<file path="config.mk">
export PLATFORM = sky130hd
export DESIGN_NAME = wide_word_packer_flat
export DESIGN_NICKNAME = d
export VERILOG_FILES = /design/src/rtl/wide_word_packer_if.sv /design/src/rtl/wide_word_packer.sv /design/src/flat_wrapper.sv
export SDC_FILE = /design/constraint.sdc
export NUM_CORES = 1
export LEC_CHECK = 0
export CORE_MARGIN = 2
export CORE_UTILIZATION = 54
export CTS_BUF_LIST = sky130_fd_sc_hd__clkbuf_8
export CTS_CLUSTER_DIAMETER = 80
export DETAILED_ROUTE_END_ITERATION = 16
export GPL_TIMING_DRIVEN = 0
export PLACE_DENSITY = 0.82
export RECOVER_POWER = 25
export SLEW_MARGIN = 30
export SYNTH_ARGS = -nofsm -noshare
export SYNTH_HDL_FRONTEND = slang
export SYNTH_SLANG_ARGS = --single-unit
</file>
<file path="constraint.sdc">
create_clock -name clk -period 2.5 [get_ports clk]
set_input_delay 0.625 -clock clk [delete_from_list [all_inputs] [get_ports clk]]
set_output_delay 0.625 -clock clk [all_outputs]
set_load 0.03 [all_outputs]
</file>
<file path="src/rtl/wide_word_packer_if.sv">
// Handshake bundle for the narrow-to-wide packer: word input side, flush
// request and the wide beat output side.
interface wide_word_packer_if #(
    parameter int IN_W      = 32,
    parameter int NUM_WORDS = 8,
    parameter int CNT_W     = $clog2(NUM_WORDS + 1)
);
    logic [IN_W-1:0]           in_data;
    logic                      in_valid;
    logic                      in_ready;
    logic                      flush;
    logic [IN_W*NUM_WORDS-1:0] out_data;
    logic [CNT_W-1:0]          out_words;
    logic                      out_valid;
    logic                      out_ready;
    logic                      busy;

    modport master (
        output in_data, in_valid, flush, out_ready,
        input  in_ready, out_data, out_words, out_valid, busy
    );

    modport slave (
        input  in_data, in_valid, flush, out_ready,
        output in_ready, out_data, out_words, out_valid, busy
    );
endinterface

</file>
<file path="src/rtl/wide_word_packer.sv">
// Collects NUM_WORDS narrow words into one wide beat with a separate output
// holding register, so collection of the next frame overlaps the held beat.
module wide_word_packer #(
    parameter int              IN_W      = 32,
    parameter int              NUM_WORDS = 8,
    parameter bit              MSB_FIRST = 1'b1,
    parameter logic [IN_W-1:0] PAD       = '0,
    parameter int              CNT_W     = $clog2(NUM_WORDS + 1)
) (
    input logic               clk,
    input logic               rst,
    wide_word_packer_if.slave bus
);
    localparam int                IDX_W    = $clog2(NUM_WORDS);
    localparam int                BEAT_W   = IN_W * NUM_WORDS;
    localparam logic [IDX_W-1:0]  LAST_IDX = IDX_W'(NUM_WORDS - 1);

    logic [IN_W-1:0]   collect_r [NUM_WORDS];
    logic [IDX_W-1:0]  idx_r;
    logic              flush_pend_r;
    logic [BEAT_W-1:0] out_data_r;
    logic [CNT_W-1:0]  out_words_r;
    logic              out_valid_r;

    logic [IN_W-1:0]   collect_s [NUM_WORDS];
    logic [IDX_W-1:0]  idx_s;
    logic              flush_pend_s;
    logic [BEAT_W-1:0] out_data_s;
    logic [CNT_W-1:0]  out_words_s;
    logic              out_valid_s;

    logic              in_ready_s;
    logic              accept_s;
    logic              full_s;
    logic              out_free_s;
    logic              flush_go_s;
    logic              flush_set_s;
    logic [BEAT_W-1:0] frame_s;

    // Lowest bit of slot k inside the beat for the selected word ordering.
    function automatic int slot_lo(input int k);
        return MSB_FIRST ? (NUM_WORDS - 1 - k) * IN_W : k * IN_W;
    endfunction

    // Stall terms use only registered state so out_ready never reaches in_ready.
    assign in_ready_s  = rst & ~flush_pend_r & ~((idx_r == LAST_IDX) & out_valid_r);
    assign accept_s    = bus.in_valid & in_ready_s;
    assign full_s      = accept_s & (idx_r == LAST_IDX);
    assign out_free_s  = ~out_valid_r | bus.out_ready;
    assign flush_go_s  = flush_pend_r & out_free_s;
    assign flush_set_s = bus.flush & ~full_s & ((idx_r != '0) | accept_s);

    // Assemble the outgoing frame: stored words, the completing word, then PAD.
    always_comb begin
        frame_s = '0;
        for (int k = 0; k < NUM_WORDS; k++) begin
            if (k < int'(idx_r)) begin
                frame_s[slot_lo(k) +: IN_W] = collect_r[k];
            end else if (full_s && (k == NUM_WORDS - 1)) begin
                frame_s[slot_lo(k) +: IN_W] = bus.in_data;
            end else begin
                frame_s[slot_lo(k) +: IN_W] = PAD;
            end
        end
    end

    // Next-state for collection index, flush request and output register.
    always_comb begin
        collect_s    = collect_r;
        idx_s        = idx_r;
        flush_pend_s = flush_pend_r;
        out_data_s   = out_data_r;
        out_words_s  = out_words_r;
        out_valid_s  = out_valid_r;

        if (out_valid_r && bus.out_ready) begin
            out_valid_s = 1'b0;
        end else begin
            out_valid_s = out_valid_r;
        end

        if (accept_s) begin
            collect_s[idx_r] = bus.in_data;
            idx_s            = full_s ? '0 : idx_r + IDX_W'(1);
        end else begin
            idx_s = idx_r;
        end

        // A flush only runs while input is stalled, so it never meets an accept.
        if (full_s) begin
            out_data_s  = frame_s;
            out_words_s = CNT_W'(NUM_WORDS);
            out_valid_s = 1'b1;
        end else if (flush_go_s) begin
            out_data_s   = frame_s;
            out_words_s  = CNT_W'(idx_r);
            out_valid_s  = 1'b1;
            idx_s        = '0;
            flush_pend_s = 1'b0;
            for (int k = 0; k < NUM_WORDS; k++) begin
                collect_s[k] = PAD;
            end
        end else if (flush_set_s) begin
            flush_pend_s = 1'b1;
        end else begin
            flush_pend_s = flush_pend_r;
        end
    end

    // State registers with synchronous active-low reset.
    always_ff @(posedge clk) begin
        if (!rst) begin
            for (int k = 0; k < NUM_WORDS; k++) begin
                collect_r[k] <= PAD;
            end
            idx_r        <= '0;
            flush_pend_r <= 1'b0;
            out_data_r   <= {NUM_WORDS{PAD}};
            out_words_r  <= '0;
            out_valid_r  <= 1'b0;
        end else begin
            collect_r    <= collect_s;
            idx_r        <= idx_s;
            flush_pend_r <= flush_pend_s;
            out_data_r   <= out_data_s;
            out_words_r  <= out_words_s;
            out_valid_r  <= out_valid_s;
        end
    end

    assign bus.in_ready  = in_ready_s;
    assign bus.out_data  = out_data_r;
    assign bus.out_words = out_words_r;
    assign bus.out_valid = out_valid_r;
    assign bus.busy      = (idx_r != '0) | flush_pend_r;
endmodule

</file>
<file path="src/flat_wrapper.sv">
// flat-port wrapper written by rule: the top's interface ports become plain ports
module wide_word_packer_flat 
#(
    parameter int              IN_W      = 32,
    parameter int              NUM_WORDS = 8,
    parameter bit              MSB_FIRST = 1'b1,
    parameter logic [IN_W-1:0] PAD       = '0,
    parameter int              CNT_W     = $clog2(NUM_WORDS + 1)
)
  (clk, rst, bus_in_data, bus_in_valid, bus_flush, bus_out_ready, bus_in_ready, bus_out_data, bus_out_words, bus_out_valid, bus_busy);
  wide_word_packer_if #(.IN_W(IN_W), .NUM_WORDS(NUM_WORDS), .CNT_W(CNT_W)) bus_i ();
  input logic clk;
  input logic rst;
  input wire logic [$bits(bus_i.in_data)-1:0] bus_in_data;
  input wire logic [$bits(bus_i.in_valid)-1:0] bus_in_valid;
  input wire logic [$bits(bus_i.flush)-1:0] bus_flush;
  input wire logic [$bits(bus_i.out_ready)-1:0] bus_out_ready;
  output wire logic [$bits(bus_i.in_ready)-1:0] bus_in_ready;
  output wire logic [$bits(bus_i.out_data)-1:0] bus_out_data;
  output wire logic [$bits(bus_i.out_words)-1:0] bus_out_words;
  output wire logic [$bits(bus_i.out_valid)-1:0] bus_out_valid;
  output wire logic [$bits(bus_i.busy)-1:0] bus_busy;
  assign bus_i.in_data = bus_in_data;
  assign bus_i.in_valid = bus_in_valid;
  assign bus_i.flush = bus_flush;
  assign bus_i.out_ready = bus_out_ready;
  assign bus_in_ready = bus_i.in_ready;
  assign bus_out_data = bus_i.out_data;
  assign bus_out_words = bus_i.out_words;
  assign bus_out_valid = bus_i.out_valid;
  assign bus_busy = bus_i.busy;
  wide_word_packer #(.IN_W(IN_W), .NUM_WORDS(NUM_WORDS), .MSB_FIRST(MSB_FIRST), .PAD(PAD), .CNT_W(CNT_W)) u_core (.clk(clk), .rst(rst), .bus(bus_i));
endmodule
</file>
Yosys cells after proc, flatten, opt, wreduce, memory -nomap -nowiden. Cells that the tools add are included. W data, S select, Z words.

Logic and storage cells: 77. Register bits: 521.

Bitwise logic cells: 17. Equal/unequal tests: 1. $add $sub $neg: 1. Reductions and logical operators: 8. Magnitude comparators: 9. Mux-type cells: 27.

Operators with widths (number): $mux W256 (5); $mux W32 (9); $bwmux W256 (1); $demux W32 S3 (1); $mux W3 (4); $lt A3 B3 Y1 const A (3); $and A1 B1 Y1 (8); $mux W4 (2); $lt A1 B3 Y1 const A (2); $lt A2 B3 Y1 const A (2); $reduce_bool A3 Y1 (2); $mux W1 (5); $not A1 Y1 (5); $ge A4 B4 Y1 const B (1); $lt A4 B1 Y1 const B (1); $not A3 Y4 (1); $reduce_bool A2 Y1 (2); $add A3 B1 Y3 const B (1); $eq A3 B3 Y1 const B (1); $or A1 B1 Y1 (3); $logic_and A1 B1 Y1 (2); $reduce_and A2 Y1 (1); $reduce_or A2 Y1 (1).

Logic depth before layout (Yosys ltp). Gate-level depths: netlist (run 1).

Word-level depth: 11. Mapped depth: 9.

Worst setup path after synthesis (run 1). OpenSTA, ideal clock, no wires.

Path type: register -> output. Start point: register u_core.idx_r[1]. End point: output bus_in_ready. Cell stages (with the launch flop): 5. Data required time: 1.875 ns. Arrival time: 1.374 ns. Setup slack: 0.501 ns. Path through: dfxtp_1 > ha_1 > ha_1 > a21oi_2 > and2_1.

Word-level cells in the longest chain between the ends: 4.

Ends and longest elaborated chain: start: declaration (line wide_word_packer.sv:19) `logic [IDX_W-1:0] idx_r;`; start signal: assignment (line wide_word_packer.sv:123) `idx_r <= idx_s;`; $eq A3 B3 Y1 (line wide_word_packer.sv:46) `assign in_ready_s = rst & ~flush_pend_r & ~((idx_r == LAST_IDX) & out_valid_r);`; $and A1 B1 Y1 (line wide_word_packer.sv:46); $not A1 Y1 (line wide_word_packer.sv:46); $and A1 B1 Y1 (line wide_word_packer.sv:46); end: declaration (line flat_wrapper.sv:18) `output wire logic [$bits(bus_i.in_ready)-1:0] bus_in_ready;`.

Every way passes these cells.

Worst setup path after layout (run 1).
Start point: register u_core.out_valid_r, in the netlist u_core.bus.out_valid. End point: register u_core.collect_r[42] in the netlist's numbering.

Word-level cells in the longest chain between the ends: 7.

Ends and longest elaborated chain: start: declaration (line wide_word_packer.sv:23) `logic out_valid_r;`; start signal: assignment (line wide_word_packer.sv:127) `out_valid_r <= out_valid_s;`; $and A1 B1 Y1 (line wide_word_packer.sv:46); $not A1 Y1 (line wide_word_packer.sv:46); $and A1 B1 Y1 (line wide_word_packer.sv:46); $and A1 B1 Y1 (line wide_word_packer.sv:47) `assign accept_s = bus.in_valid & in_ready_s;`; $mux W256 (line wide_word_packer.sv:82) `if (accept_s) begin`; $mux W256 (line wide_word_packer.sv:94) `end else if (flush_go_s) begin`; $mux W256 (*) (line wide_word_packer.sv:90) `if (full_s) begin`; end signal: assignment (line wide_word_packer.sv:122) `collect_r <= collect_s;`; end: declaration (line wide_word_packer.sv:18) `logic [IN_W-1:0] collect_r [NUM_WORDS];`.

Mark *: on every way between the ends. The rest lies on a longest branch, timed or not. A chain may end at the register's enable or synchronous reset.

==> results of run 1 <==
## worst max-delay path, stage by stage, from the launching register on
cell	delay, ns
dfxtp_1	0.52
nand2b_1	0.09
buf_2	0.17
a21boi_2	0.20
buf_2	0.34
buf_4	0.25
nand2_1	0.57
o21ai_1	0.38
## stage by stage
stage	instance area, um2	hold WS [ns]	utilization, %	instances	TNS (ns)
finish	22000	0.438	71.8	2749	-0.453
global route	22000	0.454	71.8	2749	-2.22
CTS	22000	0.442	71.6	2748	0
detailed placement	20300	0.442	66.3	2609	-132.64
global placement	20300	0.436	66.3	2609	-114.69
floorplan	16800	0.430	-	1914	0
## state kept, by name (all words and copies together) (netlist names)
name                  count
u_core.bus.out_data     256
u_core.bus.out_valid      1
u_core.bus.out_words      4
u_core.collect_r        224
u_core.flush_pend_r       1
u_core.idx_r              3
## path summary, 6_finish.rpt
check                                              end  slack, ns  depth (start not counted)
setup / recovery       u_core.collect_r[42]$_SDFF_PN0_       -0.1                          7
hold reg to reg   u_core.bus.out_data[56]$_SDFFE_PN0P_       0.44                          2
hold / removal    u_core.bus.out_data[56]$_SDFFE_PN0P_       0.44                          2
setup reg to reg       u_core.collect_r[42]$_SDFF_PN0_       -0.1                          7
## logic make-up after synthesis
| family | count (synthesis) | synth area share, % |
|---|---|---|
| buf+inv | 174 | 4.57 |
| compound gates | 436 | 15.3 |
| simple gates | 812 | 21.8 |
| fa+ha+maj | 3 | 0.223 |
| flops | 489 | 58.1 |
## cell usage in the layout, fill, tap and decap left out, drive strengths merged, types with 3 or more instances in the layout
master         count
clkbuf           188
nor2              73
buf               86
clkinv            10
inv               26
nor3               4
a21boi            98
and2               3
o21ai            225
a22o              33
a21oi             77
clkinvlp           3
clkdlybuf4s50    295
nor2b              3
nand2            272
ha                 3
dfxtp            489
nand3            450
## final cells by class
class / instances / area [um2]
sequential: 489 / 9790
timing repair buffer: 300 / 2990
buffer: 171 / 763
clock inverter: 38 / 250
antenna: 1 / 2.50
multi-input combinational: 1251 / 6330
inverter: 3 / 11.3
clock buffer: 100 / 1380
tap: 396 / 495
fill: 2302 / 8650
## power breakdown
| group | internal [W] | switching [W] | total [W] |
|---|---|---|---|
| sequential | 0.00792 | 0.0000763 | 0.00800 |
| combinational | 0.000398 | 0.00101 | 0.00141 |
| clock | 0.00382 | 0.00317 | 0.00699 |
## routing by layer
layer  wire length [um]  share of wire (%)  up-vias  GRT usage (%)
met5                 27              0.047        -              0
met4               3150                5.5        4           18.0
met3               6650                 12      179           9.96
met2              25200                 44      932           51.9
met1              22100                 39     7653           43.4
li1                   -                  -     7398              -
## repair_timing
action                                  in CTS  in global routing
setup buffers                                1                  0
pin swaps                                    1                  0
endpoints found under the setup margin       6                136
cloned                                       0                  0
resized for setup                           19                 18
==> results by group, run 1 <==
Outcome
  – Status: complete, but fails checks
  – Failing checks: negative setup slack

Timing
  – RSZ-0062 raised after global routing: yes
  – Setup WS post-layout: -0.0953 ns
  – FMAX: 0.385 GHz
  – Slew @ Worst Pin: 0.912 ns
  – Number of setup violations in the final report: 12
  – Clock Skew: around 0.034 ns
  – Min Tclk post-route: roughly 2.6 ns
  – Fin crit share: 104%
  – Slew margin rel.: between 30% and 40%
  – Final hold violations: 0
  – Final Max Slew Viols: 0

Layout
  – Layout cells sized above 1: 9.10%
  – Area grow syn2layout: 30.7%
  – NumNets Final: 2331

Clock network
  – Clock transition at path regs: 0.07 ns
  – Root buf cell: clkbuf_8
  – Worst-Skew Late Latency: about 0.63 ns
  – CTS tree: built
  – Clk buf depth: 3
  – Cts hold-fix bufs: 0
  – CTS H-tree depth: 3
  – CTS buffer count: 75
  – Clock sink total: between 400 and 500

Synthesis
  – Count leader, synth: dfxtp_1
  – Synth cell types: 31
  – Post-Syn Instances: 1914
  – Top_reg_cell synth: dfxtp_1
  – Post-Syn Nets: slightly below 2000
  – Cell taking the most area after synthesis: dfxtp_1
  – Synth cell count leaders: dfxtp_1 (489), nand3_1 (450), nand2_1 (272)
  – Yosys warns: 0
  – Post-synth EDFFs: 0
  – Async SR Flop Fraction: 0%
  – Largest cells by area after synthesis: dfxtp_1 (58%), nand3_1 (13%), nand2_1 (6.1%)
  – Mean Syn Cell Area: ~8.8 um2
  – Sequential cell area fraction in the yosys report: slightly below 60%
  – Mapped Area: approximately 17000 um2
  – Synthesized flop and latch total: ~500
  – Synth top area share: between 50% and 60%

Floorplan
  – Die area: around 33000 um2
  – Core Area: roughly 31000 um2
  – Initial core utilization: a little over half
  – Die Ht: 181 um
  – Number of core rows: 64
  – I/O pin count: 300
  – Die width: approximately 180 um

GRT
  – Initial antenna violation count: 4
  – GR Util All Layers: between 30% and 40%
  – First-pass GRT wire length: approximately 86000 um
  – Grt ovf: 0
  – Maximum number of pins on one net before global-route repair: 12
  – Vias in the first global route: between 15000 and 20000

Worst setup path
  – CP Launch Point: u_core.bus.out_valid$_SDFFE_PN0P_
  – Crit Path Category: reg2reg
  – CP required: ~3.0 ns
  – CP max FO: 10
  – Worst r2r src: u_core.bus.out_valid$_SDFFE_PN0P_
  – CP Capture Type: register
  – Crit path DAT: roughly 3.1 ns
  – Startpoint Class: register

Power and ir drop
  – Tot Pwr: around 0.016 W
  – Leak Pwr: approximately 8 nW
  – Peak supply drop: 0.402 mV
  – P per Cell Area: roughly 740 nW/um2

Run
  – Maxcap violations: 0

Route
  – Initial DRC count: 1878
  – Drt total wl: roughly 57000 um
  – Routed len/inst: about 21 um
  – Drt first pass iters: 9
  – Vias: roughly 16000
  – Via density: between 5 and 6
  – Remaining DRCs: 0
  – Antenna Nets Post-Route: 0

Place
  – Pre-CTS WS: -0.743 ns
  – RD Place Congestion: between 0.9 and 1
  – I/O Buffers: approximately 300
  – DP HPWL: roughly 39000 um

Hold path
  – HP Class: reg2reg
  – HP Start: u_core.collect_r[56]$_SDFF_PN0_
No activity file was read; power rests on OpenSTA's default activity.
==> run 2, diff against run 1 <==
--- a/config.mk
+++ b/config.mk
@@ -6,12 +6,12 @@
 export NUM_CORES = 1
 export LEC_CHECK = 0
 export CORE_MARGIN = 2
-export CORE_UTILIZATION = 54
+export CORE_UTILIZATION = 58
 export CTS_BUF_LIST = sky130_fd_sc_hd__clkbuf_8
 export CTS_CLUSTER_DIAMETER = 80
 export DETAILED_ROUTE_END_ITERATION = 16
 export GPL_TIMING_DRIVEN = 0
-export PLACE_DENSITY = 0.82
+export PLACE_DENSITY = 0.87
 export RECOVER_POWER = 25
 export SLEW_MARGIN = 30
 export SYNTH_ARGS = -nofsm -noshare
==> constraint.sdc (replaced) <==
create_clock -name clk -period 3.19 [get_ports clk]
set_input_delay 0.7975 -clock clk [delete_from_list [all_inputs] [get_ports clk]]
set_output_delay 0.7975 -clock clk [all_outputs]
set_load 0.03 [all_outputs]
==> run 2 against run 1 <==
The run now ends clean. Wire length decreased by 1.5%. Clock-buffer cell count fell by 10. Largest cell class unchanged. Sequential cell count did not move. Clock skew down 0.0032 ns. Clock power down 30%. Combinational power is 23% lower. First-iteration DRC count increased by 4.7%.
==> results by group, run 2 (synthesis gave the netlist of run 1 again) <==
Power and ir drop
  – P per Cell Area: 564 nW/um2 (-24%)
  – Peak supply drop: 0.359 mV (-11%)
  – Tot Pwr: 0.0123 W (-25%)
  – Leak Pwr: 8.34 nW (+4.2%)

Route
  – Drt total wl: 56200 um (-1.5%)
  – Routed len/inst: 20.6 um (-0.67%)
  – Vias: 16400 (+1.5%)
  – Via density: 6.02 (+2.3%)
  – Remaining DRCs: 0 (unchanged)
  – Drt first pass iters: 8 (-1)
  – Antenna Nets Post-Route: 0 (unchanged)
  – Initial DRC count: 1966 (+4.7%)

Timing
  – Setup WS post-layout: 0.0622 ns (+0.158 ns)
  – RSZ-0062 raised after global routing: no
  – Min Tclk post-route: 3.13 ns
  – Number of setup violations in the final report: 0 (-12)
  – Slew @ Worst Pin: 0.942 ns (+0.0299 ns)
  – Final hold violations: 0 (unchanged)
  – Clock Skew: 0.0305 ns (-0.00316 ns)
  – Final Max Slew Viols: 0 (unchanged)
  – Slew margin rel.: 37.0% (-2.0 points)
  – Hold_ws: 0.440 ns (+0.00245 ns)
  – FMAX: approximately 0.32 GHz
  – Fin crit share: between 90% and 100%

Clock network
  – Worst-Skew Late Latency: 0.62 ns (about the same)
  – Postcts setup bufs: 0 (-1)
  – Clock transition at path regs: 0.06 ns (about the same)
  – Cts hold-fix bufs: 0 (unchanged)
  – CTS buffer count: 74 (-1.3%)
  – CTS tree: built
  – Clock sink total: 489 (unchanged)
  – Root buf cell: clkbuf_8
  – CTS H-tree depth: 3 (unchanged)
  – Clk buf depth: 3 (unchanged)

Outcome
  – Status: finished clean

Layout
  – Fillers: 2007 (-13%)
  – Commonest cells after routing, fill and taps aside: dfxtp_1 (489), nand3_1 (450), nand2_1 (272), clkdlybuf4s50_1 (173), o21ai_1 (140)
  – Area grow syn2layout: 29.0%
  – Layout cells sized above 1: 7.65% (-1.5 points)
  – Design area: 21700 um2 (-1.3%)
  – Max reg flops: 256 (unchanged)
  – NumNets Final: 2329 (-0.086%)
  – Commonest non-fill, non-tap cell in the layout: dfxtp_1

Hold path
  – HP Class: reg2reg

Floorplan
  – Die Ht: 174 um (-3.4%)
  – Number of core rows: 62 (-3.1%)
  – Die area: 30400 um2 (-6.7%)
  – Die width: 174 um (-3.4%)
  – I/O pin count: 300 (unchanged)
  – Core Area: 28600 um2 (-6.7%)
  – Initial core utilization: 58.8% (+3.9 points)

Worst setup path
  – CP Capture Type: register
  – Startpoint Class: input pin
  – CP required: 3.71 ns (+0.68 ns)
  – Crit path DAT: 3.64 ns (+0.51 ns)
  – Crit Path Category: in2reg
  – CP max FO: 10 (unchanged)

Run
  – Maxcap violations: 0 (unchanged)

GRT
  – Initial antenna violation count: 1 (-3)
  – Vias in the first global route: 15600 (+2.1%)
  – Maximum number of pins on one net before global-route repair: 11 (-1)
  – GR Util All Layers: 36.2% (+2.3 points)
  – Grt ovf: 0 (unchanged)
  – First-pass GRT wire length: 85400 um (-1.1%)

Place
  – DP HPWL: 38500 um (-2.1%)
  – I/O Buffers: 299 (unchanged)
  – Placed cell area: 20300 um2 (about the same)
  – RD Place Congestion: 0.926 (about the same)
  – Pre-CTS WS: -0.304 ns (+0.439 ns)
run 2: path summary, 6_finish.rpt:
kind                                startpoint                                    end  slack [ns]  depth (start not counted)
max                              bus_out_ready       u_core.collect_r[109]$_SDFF_PN0_        0.06                          8
min           u_core.collect_r[220]$_SDFF_PN0_  u_core.bus.out_data[220]$_SDFFE_PN0P_        0.44                          2
max reg2reg  u_core.bus.out_valid$_SDFFE_PN0P_       u_core.collect_r[109]$_SDFF_PN0_        0.39                          7
min reg2reg   u_core.collect_r[220]$_SDFF_PN0_  u_core.bus.out_data[220]$_SDFFE_PN0P_        0.44                          2
run 2: power breakdown:
part,internal (W),switching (W),total [W]
Sequential,0.00621,0.0000574,0.00627
Clock,0.00255,0.00236,0.00491
Combinational,0.000290,0.000796,0.00109
Total,0.00905,0.00322,0.0123
run 2: routing by layer:
metal  part of all wire (%)  GRT usage [%]  vias up
li1                       -              -     7385
met1                     38           46.1     7729
met2                     45           56.2     1086
met3                     12           10.1      201
met4                    5.0           19.0        2
met5                  0.023              0        -
run 2: through the flow:
step,utilization [%],instances,TNS [ns]
finish,75.9,2727,0
global placement,71.0,2597,-0.717
floorplan,-,1914,0
detailed placement,71.0,2597,-1.25
global route,75.9,2725,0
CTS,75.9,2725,0
run 2: cell type report:
| type | count | area [um2] | area share (%) |
|---|---|---|---|
| timing repair buffer | 299 | 3000 | 13.8 |
| multi-input combinational | 1251 | 6290 | 28.9 |
| antenna | 2 | 5.00 | 0.0230 |
| inverter | 3 | 11.3 | 0.0518 |
| tap | 384 | 480 | 2.21 |
| sequential | 489 | 9790 | 45.0 |
| clock inverter | 38 | 171 | 0.789 |
| buffer | 171 | 752 | 3.46 |
| clock buffer | 90 | 1240 | 5.70 |
run 2: repair_timing:
action	in CTS	in global routing
pin swaps	0	1
resized for setup	4	4
endpoints found under the setup margin	1	2
run 2: worst max-delay path, cell delays in order:
cell and delay (ns):
dlygate4sd3_1 0.60, nand2b_1 0.16, buf_2 0.16, a21boi_0 0.39
buf_2 0.40, buf_4 0.23, nand2_1 0.58, o21ai_1 0.32
==> run 3, diff against run 2 <==
--- a/config.mk
+++ b/config.mk
@@ -5,13 +5,14 @@
 export SDC_FILE = /design/constraint.sdc
 export NUM_CORES = 1
 export LEC_CHECK = 0
+export ABC_AREA = 1
 export CORE_MARGIN = 2
-export CORE_UTILIZATION = 58
+export CORE_UTILIZATION = 61
 export CTS_BUF_LIST = sky130_fd_sc_hd__clkbuf_8
 export CTS_CLUSTER_DIAMETER = 80
 export DETAILED_ROUTE_END_ITERATION = 16
 export GPL_TIMING_DRIVEN = 0
-export PLACE_DENSITY = 0.87
+export PLACE_DENSITY = 0.88
 export RECOVER_POWER = 25
 export SLEW_MARGIN = 30
 export SYNTH_ARGS = -nofsm -noshare
==> run 3 against run 2 <==
Global-route usage increased by 2.0 points. Critical path depth increased by 2. Largest cell class unchanged. Cell area increased by 15%.
==> results by group, run 3 <==
Synthesis
  – Yosys warns: 0 (unchanged)
  – Synth cell types: 25 (-19%)
  – Synth cell count leaders: nor2_1 (849), nand2_1 (755), dfxtp_1 (489)
  – Post-Syn Instances: 2938 (+54%)
  – Top_reg_cell synth: dfxtp_1
  – Largest cells by area after synthesis: dfxtp_1 (48%), nor2_1 (16%), nand2_1 (14%)
  – Mean Syn Cell Area: 6.90 um2 (-22%)
  – Mapped Area: 20300 um2 (+20%)
  – Post-Syn Nets: 2978 (+52%)
  – Count leader, synth: nor2_1
  – Async SR Flop Fraction: 0% (unchanged)
  – Cell taking the most area after synthesis: dfxtp_1
  – Synth top area share: 48.3% (-9.8 points)
  – Post-synth EDFFs: 0 (unchanged)
  – Sequential cell area fraction in the yosys report: 48.3% (-9.8 points)
  – Synthesized flop and latch total: 489 (unchanged)

Floorplan
  – Die width: 186 um (+6.8%)
  – Die area: 34700 um2 (+14%)
  – Initial core utilization: 62.1% (+3.3 points)
  – Core Area: 32600 um2 (+14%)
  – Number of core rows: 66 (+6.5%)
  – Die Ht: 186 um (+6.8%)
  – I/O pin count: 300 (unchanged)

Worst setup path
  – RR Endpoint: u_core.bus.out_data[223]$_SDFFE_PN0P_
  – Critical-path cell list: dlygate4sd3_1, inv_1, nand2_1, nand2_1, nand2_1, inv_2, clkbuf_1, buf_2, nand2_1, nor2_1
  – CP Capture Type: register
  – Worst r2r src: u_core.idx_r[1]$_SDFF_PN0_
  – FF-to-FF setup slack: 0.08 ns (-0.31 ns)
  – Worst path top cell family by delay: buffers and inverters
  – Crit path DAT: 3.69 ns (+0.05 ns)
  – Startpoint Class: input pin
  – Worst R2R Path Depth: 9 (+2)
  – Crit Path Category: in2reg
  – Highest-delay cell along the critical path: clkbuf_1
  – WP buf/inv: 5 (+1)
  – Most frequent CP cell: nand2_1
  – CP Launch Point: bus_out_ready
  – CP max FO: 10 (unchanged)
  – Delay of the slowest critical-path stage: 0.64 ns (+0.04 ns)
  – CP required: 3.74 ns (+0.03 ns)

Timing
  – Slew margin rel.: 32.2% (-4.9 points)
  – Slew @ Worst Pin: 1.02 ns (+0.0754 ns)
  – Fin crit share: 98.6% (+0.57 points)
  – Setup WS post-layout: 0.0441 ns (-0.0181 ns)
  – Clock Skew: 0.0347 ns (+0.00421 ns)
  – TNS Setup: 0 ns (unchanged)
  – Number of setup violations in the final report: 0 (unchanged)
  – Final Max Slew Viols: 0 (unchanged)
  – RSZ-0062 raised after global routing: no
  – FMAX: 0.318 GHz (-0.57%)
  – Min Tclk post-route: 3.15 ns (+0.0181 ns)
  – Final hold violations: 0 (unchanged)

Route
  – Initial DRC count: 2349 (+19%)
  – Remaining DRCs: 0 (unchanged)
  – Vias: 20500 (+25%)
  – Drt first pass iters: 6 (-2)
  – Drt total wl: 66900 um (+19%)
  – Via density: 5.42 (-9.9%)
  – Antenna Nets Post-Route: 0 (unchanged)
  – Routed len/inst: 17.7 um (-14%)

Clock network
  – CTS buffer count: 76 (+2.7%)
  – Postcts setup bufs: 0 (unchanged)
  – Clock transition at path regs: 0.06 ns (about the same)
  – Root buf cell: clkbuf_8
  – Post-CTS sizing: 4 (unchanged)
  – Cts hold-fix bufs: 0 (unchanged)
  – CTS tree: built
  – Clk buf depth: 3 (unchanged)
  – CTS H-tree depth: 3 (unchanged)
  – Clock sink total: 489 (unchanged)
  – Worst-Skew Late Latency: 0.64 ns (+0.02 ns)

Hold path
  – HP Class: reg2reg
  – Hold EP: u_core.bus.out_data[10]$_SDFFE_PN0P_
  – HP Start: u_core.bus.out_data[10]$_SDFFE_PN0P_
  – Worst hold stages: 2 (unchanged)

GRT
  – Vias in the first global route: 19600 (+26%)
  – First-pass GRT wire length: 102000 um (+19%)
  – Initial antenna violation count: 2 (+1)
  – GR Util met2: 60.6% (+4.5 points)
  – Grt ovf: 0 (unchanged)
  – Grt met1 use: 46.8% (+0.70 points)
  – GR Util All Layers: 38.2% (+2.0 points)
  – Maximum number of pins on one net before global-route repair: 12 (+1)
  – Gr busiest metal: met2
  – Grt met3 use: 10.7% (+0.58 points)

Place
  – Pre-CTS WS: -0.288 ns (+0.0162 ns)
  – I/O Buffers: 266 (-11%)
  – RD Place Congestion: 0.942 (+1.7%)
  – DP HPWL: 45500 um (+18%)

Layout
  – Commonest cells after routing, fill and taps aside: nor2_1 (849), nand2_1 (755), dfxtp_1 (489), inv_1 (264), dlygate4sd3_1 (140)
  – Area grow syn2layout: 23.1%
  – NumNets Final: 3322 (+43%)
  – Commonest non-fill, non-tap cell in the layout: nor2_1
  – Layout cells sized above 1: 7.04% (-0.61 points)
  – Max reg flops: 256 (unchanged)
  – Fillers: 2385 (+19%)

Power and ir drop
  – Peak supply drop: 0.414 mV (+16%)
  – P per Cell Area: 586 nW/um2 (+3.8%)
  – Leak Pwr: 12.7 nW (+52%)

Run
  – Maxcap violations: 0 (unchanged)

Outcome
  – Status: finished clean
==> run 3: metrics by stage <==
| step | util [%] | instance area (um2) | total power, W | hold slack, ns | instances |
|---|---|---|---|---|---|
| floorplan | - | 20300 | 0.00848 | 0.455 | 2938 |
| global placement | 72.0 | 23500 | 0.00949 | 0.428 | 3646 |
| detailed placement | 72.0 | 23500 | 0.00956 | 0.431 | 3646 |
| CTS | 76.5 | 25000 | 0.0146 | 0.451 | 3780 |
| global route | 76.5 | 25000 | 0.0151 | 0.475 | 3782 |
| finish | 76.5 | 25000 | 0.0146 | 0.453 | 3782 |
==> run 3: worst max-delay path by stage <==
stage,to,slack [ns],cells after the start
2_1_floorplan,bus_in_ready,1.13,5
3_3_place_gp,u_core.bus.out_data[67]$_SDFFE_PN0P_,-0.23,9
3_5_place_dp,u_core.bus.out_data[103]$_SDFFE_PN0P_,-0.29,9
4_1_cts,bus_in_ready,0.08,6
5_1_grt,u_core.bus.out_data[66]$_SDFFE_PN0P_,0.01,9
6_report,u_core.collect_r[88]$_SDFF_PN0_,0.04,10
==> run 3: power breakdown <==
part	total (W)	switching, W	internal, W
Combinational	0.00276	0.00184	0.000919
Sequential	0.00668	0.000205	0.00647
Clock	0.00518	0.00254	0.00264
Total	0.0146	0.00458	0.0100
==> run 3: layout make-up <==
cell class / instances / area [um2] / area share, %
Inverter: 244 / 916 / 3.67
Clock inverter: 45 / 250 / 1.00
Sequential cell: 489 / 9790 / 39.2
Clock buffer: 89 / 1220 / 4.91
Multi-Input combinational cell: 1979 / 8560 / 34.3
Antenna cell: 2 / 5.00 / 0.0201
Timing Repair Buffer: 266 / 2660 / 10.7
Buffer: 226 / 993 / 3.98
Tap cell: 442 / 553 / 2.22
==> run 3: metal layers <==
layer | vias to the layer above | wire, um
met5 | - | 0
met4 | 0 | 4020
met3 | 278 | 8500
met2 | 1236 | 29400
met1 | 9391 | 24900
li1 | 9602 | -
==> run 3: cell families (layout without fill, tap and decap cells) <==
group / count (synthesis) / in the layout / share of synthesized area [%]
AND/OR/NAND/NOR: 1844 / 1844 / 38.0
flip-flops: 489 / 489 / 48.3
buffers and inverters: 470 / 870 / 9.43
AO/OA/AOI/OAI: 132 / 132 / 4.05
adder cells (fa/ha/maj): 3 / 3 / 0.185
other: 0 / 2 / 0
==> run 3: tightest hold or removal path, stage by stage, from the launching register on <==
cell,delay [ns]
dfxtp_1,0.31
nand2_1,0.06
nand2_1,0.04
